<file path="src/rtl/uart_arb_pkg.sv">
// Shared types for the UART transmit arbiter: FSM state encoding and the default inter-byte gap.
package uart_arb_pkg;

  typedef enum logic [2:0] {
    ST_IDLE,
    ST_LOAD,
    ST_SEND,
    ST_WAIT0,
    ST_WAIT,
    ST_GAP
  } arb_state_t;

  localparam int DEFAULT_CHAR_GAP = 8500;

endpackage

</file>
<file path="src/rtl/uart_tx_arbiter_if.sv">
// Requester-side and uart_tx-side signals of the arbiter; slave is the arbiter, master is everything around it.
interface uart_tx_arbiter_if #(
  parameter int N_REQ = 4
);
  logic [N_REQ-1:0]   req;
  logic [N_REQ-1:0]   last;
  logic [8*N_REQ-1:0] data;
  logic [N_REQ-1:0]   ack;
  logic [N_REQ-1:0]   grant;
  logic               busy;
  logic               uart_transmit;
  logic [7:0]         uart_tx_byte;
  logic               uart_is_transmitting;

  modport master (
    output req, last, data, uart_is_transmitting,
    input  ack, grant, busy, uart_transmit, uart_tx_byte
  );

  modport slave (
    input  req, last, data, uart_is_transmitting,
    output ack, grant, busy, uart_transmit, uart_tx_byte
  );
endinterface

</file>
<file path="src/rtl/uart_rr_pick.sv">
// Combinational round-robin picker: lowest requesting index at or above ptr, wrapping to index 0.
module uart_rr_pick #(
  parameter int N_REQ = 4,
  parameter int PTR_W = $clog2(N_REQ)
) (
  input  logic [N_REQ-1:0] req,
  input  logic [PTR_W-1:0] ptr,
  output logic [N_REQ-1:0] pick,
  output logic             any
);
  logic [N_REQ-1:0] hi_mask;
  logic [N_REQ-1:0] hi_req;
  logic [N_REQ-1:0] cand;

  // Requests at or above ptr win; otherwise fall back to the full vector (the wrap).
  assign hi_mask = ~((N_REQ'(1) << ptr) - N_REQ'(1));
  assign hi_req  = req & hi_mask;
  assign cand    = (|hi_req) ? hi_req : req;
  assign pick    = cand & (~cand + N_REQ'(1));
  assign any     = |req;
endmodule

</file>
<file path="src/rtl/uart_tx_arbiter.sv">
// Round-robin owner of a single uart_tx for whole messages. Build macro UART_ARB_CHAR_GAP_EN
// enables the CHAR_GAP idle counter after each byte; without it GAP is a single cycle.
//
// state | meaning
// IDLE  | no owner; pick one round-robin from ptr when any req is high
// LOAD  | take the owner's byte (ack) or drop ownership if its req fell
// SEND  | one-cycle uart_transmit pulse
// WAIT0 | absorb the uart_tx busy-flag latency
// WAIT  | hold until uart_is_transmitting falls
// GAP   | inter-byte idle; then next byte, or release after the last one
module uart_tx_arbiter
  import uart_arb_pkg::*;
#(
  parameter int N_REQ    = 4,
  parameter int CHAR_GAP = DEFAULT_CHAR_GAP,
  parameter int GAP_W    = $clog2(CHAR_GAP + 1)
) (
  input  logic            clk,
  input  logic            rst,
  uart_tx_arbiter_if.slave bus
);
  localparam int PTR_W = $clog2(N_REQ);

  arb_state_t       state, state_d;
  logic [N_REQ-1:0] grant_q, grant_d;
  logic [N_REQ-1:0] pick;
  logic             any;
  logic [PTR_W-1:0] ptr_q, ptr_d;
  logic [PTR_W-1:0] owner, after_owner;
  logic             last_q, last_d;
  logic [7:0]       byte_q, byte_d;
  logic             own_req, own_last;
  logic [7:0]       own_data;
  logic             gap_done;

  uart_rr_pick #(
    .N_REQ (N_REQ),
    .PTR_W (PTR_W)
  ) u_pick (
    .req  (bus.req),
    .ptr  (ptr_q),
    .pick (pick),
    .any  (any)
  );

  always_comb begin
    owner    = '0;
    own_req  = 1'b0;
    own_last = 1'b0;
    own_data = '0;
    for (int i = 0; i < N_REQ; i++) begin
      if (grant_q[i]) begin
        owner    = PTR_W'(i);
        own_req  = bus.req[i];
        own_last = bus.last[i];
        own_data = bus.data[8*i +: 8];
      end
    end
    after_owner = (owner == PTR_W'(N_REQ - 1)) ? '0 : owner + 1'b1;
  end

`ifdef UART_ARB_CHAR_GAP_EN
  localparam int CNT_W    = (GAP_W > 0) ? GAP_W : 1;
  localparam int GAP_LAST = (CHAR_GAP > 0) ? CHAR_GAP - 1 : 0;

  logic [CNT_W-1:0] gap_cnt;

  // Held at zero outside GAP, so every GAP visit starts counting from 0.
  always_ff @(posedge clk) begin
    if (rst || state != ST_GAP) gap_cnt <= '0;
    else                        gap_cnt <= gap_cnt + 1'b1;
  end

  assign gap_done = (gap_cnt == CNT_W'(GAP_LAST));
`else
  // Without the counter the gap parameters are inert; any legal values give a one-cycle GAP.
  assign gap_done = (CHAR_GAP >= 0) || (GAP_W >= 0);
`endif

  always_comb begin
    state_d = state;
    grant_d = grant_q;
    ptr_d   = ptr_q;
    last_d  = last_q;
    byte_d  = byte_q;
    unique case (state)
      ST_IDLE: begin
        if (any) begin
          grant_d = pick;
          state_d = ST_LOAD;
        end
      end
      ST_LOAD: begin
        if (own_req) begin
          byte_d  = own_data;
          last_d  = own_last;
          state_d = ST_SEND;
        end else begin
          grant_d = '0;
          ptr_d   = after_owner;
          state_d = ST_IDLE;
        end
      end
      ST_SEND:  state_d = ST_WAIT0;
      ST_WAIT0: state_d = ST_WAIT;
      ST_WAIT: begin
        if (!bus.uart_is_transmitting) state_d = ST_GAP;
      end
      ST_GAP: begin
        if (gap_done) begin
          if (last_q) begin
            grant_d = '0;
            ptr_d   = after_owner;
            state_d = ST_IDLE;
          end else begin
            state_d = ST_LOAD;
          end
        end
      end
      default: state_d = ST_IDLE;
    endcase
  end

  always_ff @(posedge clk) begin
    if (rst) begin
      state   <= ST_IDLE;
      grant_q <= '0;
      ptr_q   <= '0;
      last_q  <= 1'b0;
      byte_q  <= '0;
    end else begin
      state   <= state_d;
      grant_q <= grant_d;
      ptr_q   <= ptr_d;
      last_q  <= last_d;
      byte_q  <= byte_d;
    end
  end

  // Pulses are gated by rst so they drop in the very cycle reset is asserted.
  assign bus.ack           = (state == ST_LOAD && !rst) ? (grant_q & bus.req) : '0;
  assign bus.uart_transmit = (state == ST_SEND) && !rst;
  assign bus.grant         = grant_q;
  assign bus.busy          = (state != ST_IDLE);
  assign bus.uart_tx_byte  = byte_q;
endmodule

</file>
<file path="src/flat_wrapper.sv">
// flat-port wrapper written by rule: the top's interface ports become plain ports
module uart_tx_arbiter_flat import uart_arb_pkg::*;
#(
  parameter int N_REQ    = 4,
  parameter int CHAR_GAP = DEFAULT_CHAR_GAP,
  parameter int GAP_W    = $clog2(CHAR_GAP + 1)
)
  (clk, rst, bus_req, bus_last, bus_data, bus_uart_is_transmitting, bus_ack, bus_grant, bus_busy, bus_uart_transmit, bus_uart_tx_byte);
  uart_tx_arbiter_if #(.N_REQ(N_REQ)) bus_i ();
  input  logic clk;
  input  logic rst;
  input wire logic [$bits(bus_i.req)-1:0] bus_req;
  input wire logic [$bits(bus_i.last)-1:0] bus_last;
  input wire logic [$bits(bus_i.data)-1:0] bus_data;
  input wire logic [$bits(bus_i.uart_is_transmitting)-1:0] bus_uart_is_transmitting;
  output wire logic [$bits(bus_i.ack)-1:0] bus_ack;
  output wire logic [$bits(bus_i.grant)-1:0] bus_grant;
  output wire logic [$bits(bus_i.busy)-1:0] bus_busy;
  output wire logic [$bits(bus_i.uart_transmit)-1:0] bus_uart_transmit;
  output wire logic [$bits(bus_i.uart_tx_byte)-1:0] bus_uart_tx_byte;
  assign bus_i.req = bus_req;
  assign bus_i.last = bus_last;
  assign bus_i.data = bus_data;
  assign bus_i.uart_is_transmitting = bus_uart_is_transmitting;
  assign bus_ack = bus_i.ack;
  assign bus_grant = bus_i.grant;
  assign bus_busy = bus_i.busy;
  assign bus_uart_transmit = bus_i.uart_transmit;
  assign bus_uart_tx_byte = bus_i.uart_tx_byte;
  uart_tx_arbiter #(.N_REQ(N_REQ), .CHAR_GAP(CHAR_GAP), .GAP_W(GAP_W)) u_core (.clk(clk), .rst(rst), .bus(bus_i));
endmodule
</file>
<file path="config.mk">
export PLATFORM = sky130hd
export DESIGN_NAME = uart_tx_arbiter_flat
export DESIGN_NICKNAME = d
export VERILOG_FILES = /design/src/rtl/uart_arb_pkg.sv /design/src/rtl/uart_tx_arbiter_if.sv /design/src/rtl/uart_rr_pick.sv /design/src/rtl/uart_tx_arbiter.sv /design/src/flat_wrapper.sv
export SDC_FILE = /design/constraint.sdc
export NUM_CORES = 1
export LEC_CHECK = 0
export CAP_MARGIN = 20
export CORE_UTILIZATION = 30
export CTS_CLUSTER_DIAMETER = 80
export CTS_CLUSTER_SIZE = 10
export DETAILED_ROUTE_END_ITERATION = 7
export HOLD_SLACK_MARGIN = 0.02
export PLACE_DENSITY = 0.67
export SYNTH_ARGS = -nofsm -noshare
export SYNTH_HDL_FRONTEND = slang
export SYNTH_SLANG_ARGS = --single-unit
export TNS_END_PERCENT = 100
</file>
<file path="constraint.sdc">
create_clock -name clk -period 3 [get_ports clk]
set_clock_uncertainty 0.2 [all_clocks]
set_input_delay 0.6 -clock clk [delete_from_list [all_inputs] [get_ports clk]]
set_output_delay 0.6 -clock clk [all_outputs]
set_load 0.01 [all_outputs]
</file>
==> metrics.yaml <==
fp-row-count: 23
dp_hpwl_mm: 2.85
syn_nets: 210
synthArstFlopShare_pct: 0
layout_setup_ws_ns: 0.0775
start_util_pct: 32.1
avgSynthCellArea_um2: 7.86
dpl_cell_area_um2: 1950
clock.fmax_mhz: 342
synth_area_um2: 1310
grt_pass1_wl_mm: 5.60
worst-path-max-fanout: 4
clock_latency_ns: 0.25
end_kind: "output port"
combPwrFrac_pct: 33.7
drtIter0Drc: 38
ir_drop_mv: 0.146
yosys_warnings: 0
routed.top_layer: "met4"
drv_cap: 0
ant_nets: 0
seq_power_share_pct: 38.6
ys_seq_elements: 18
clk_pin_slew_ns: 0.07
numCtsBuffers: 3
fin_nets: 268
holdWs_ns: 0.331
post-route-drc-count: 0
placed_cells: 270
p_int_mw: 0.511
clkPwrFrac_pct: 27.8
cts.sinks: 18
setup_tns_ns: 0
synthToLayoutAreaGrowth_pct: 53.1
vias_per_cell: 4.96
pre_cts_ws_ns: 0.0668
antenna_found_initial: 0
worstPathArrival_ns: 2.12
path_cells: "clkdlybuf4s50_1, or3_1, nor2_1, clkdlybuf4s50_1"
port-buffer-count: 60
switchingPower_mw: 0.211
fin_area_um2: 2010
drt-wirelength-per-cell_um: 13.6
leakage_nw: 0.684
grt_use_total_pct: 15.7
finalHoldViolCount: 0
final_util_pct: 49.2
stdcell_count: 274
swShare_pct: 29.2
grt_remaining_overflow: 0
slew_headroom_pct: 59.0
total_power_mw: 0.722
ys_types: 36
h-tree-depth: 1
rsz0062_at_grt: "no"
cts_hold_buf: 0
antenna_cells: 0
die_area_um2: 4640
cts_setup_buffers: 0
io_pins: 61
root_buffer: "clkbuf_8"
critical-path-max-stage-delay_ns: 0.54
clk_path_buf_depth: 2
required_ns: 2.20
cts_resized: 0
tightestPinTransition_ns: 0.614
final-seq-area_um2: 360
finalCritPeriodShare_pct: 97.4
met2WireLength_mm: 1.66
num_vias: 1358
place.gp.congestion: 0.834
cp_common_cell: "clkdlybuf4s50_1"
multiInputGateArea_um2: 867
critPathKind: "primary input to output port"
hold_path.class: "flop to flop"
chipHeight_um: 68.1
first_global_vias: 1203
synthCells: 167
drt_wl_total_mm: 3.72
cpMaxStageDelayCell: "clkdlybuf4s50_1"
grt_max_degree: 23
wl_met1_mm: 1.88
yosysSeqAreaShare_pct: 27.5
dr.pass1.iters: 4
outcome: "completed"
synth_edf_count: 0
coreArea_um2: 4090
p_per_area_nw_per_um2: 359
ys.flop_type: "dfxtp_1"
cts_tree: "built"
drv_slew: 0
drive_above_1_share_pct: 13.4
setup_viol: 0
wl_met3_um: 163
nFillCells: 425
critPathLaunchType: "primary input"
die_x_um: 68.1
fin_crit_ns: 2.92
==> registers in the layout (all words and copies together) (netlist names) <==
register	cells
u_core.bus.grant	4
u_core.bus.uart_tx_byte	8
u_core.last_q	1
u_core.ptr_q	2
u_core.state	3
==> layout make-up <==
class	count	area share [%]
clock buffers	4	2.74
inverters	3	0.560
multi-input cells	132	43.2
flip-flops and latches	18	17.9
well taps	50	3.11
repair buffers	67	32.5
==> cell usage in the layout, fill, tap and decap left out, types with 4 or more instances in the layout <==
cell type        instances
clkbuf_8                 4
nor3_1                  13
nand2_1                  7
o21ai_0                  5
a21oi_1                 15
clkdlybuf4s50_1         60
nor2_1                  24
buf_4                    7
dfxtp_1                 18
a211oi_2                10
a221oi_1                 9
nor2b_1                 17
nand2b_1                 6
==> cell usage after synthesis (all sizes together), types with 5 or more instances <==
library cell	count	area, um2
a211oi	11	133
a21oi	16	83.8
a221oi	10	93.8
buf	5	40.0
clkbuf	9	33.8
dfxtp	18	360
nand2	7	26.3
nand2b	6	37.5
nor2	25	96.4
nor2b	17	106
nor3	14	75.1
o21ai	5	25.0
==> critical path, delay by kind of cell <==
family	cells	cell delay [ns]
buffers and inverters	2	0.96
and+or+nand+nor	2	0.56
==> power groups by stage <==
stage | combinational, mW | clock [mW] | sequential [mW]
after floorplan | 0.137 | 0 | 0.277
after global placement | 0.243 | 0 | 0.283
after detailed placement | 0.245 | 0 | 0.284
after CTS | 0.246 | 0.205 | 0.278
after global routing | 0.267 | 0.211 | 0.281
final | 0.243 | 0.200 | 0.278
==> path summary, 6_finish.rpt <==
check / slack, ns / from / endpoint / cells past startpoint
setup / recovery: 0.08 / rst / bus_ack[3] / 4
hold / removal: 0.33 / u_core.bus.uart_tx_byte[5] / u_core.bus.uart_tx_byte[5] / 2
setup reg to reg: 0.73 / u_core.bus.grant[1] / u_core.bus.uart_tx_byte[3] / 6
hold reg to reg: 0.33 / u_core.bus.uart_tx_byte[5] / u_core.bus.uart_tx_byte[5] / 2
==> routing by layer <==
metal / up-vias / GRT usage, %
li1: 718 / -
met1: 604 / 23.2
met2: 34 / 23.9
met3: 2 / 2.17
met4: 0 / 3.13
met5: - / 0
==> logic make-up after synthesis <==
family / Yosys count / synth area share [%]
flip-flops: 18 / 27.5
multiplexers: 5 / 4.29
AO/OA/AOI/OAI: 46 / 27.8
AND/OR/NAND/NOR: 81 / 33.9
buffers and inverters: 17 / 6.48
Note: power is estimated with default switching activity, not from simulation.
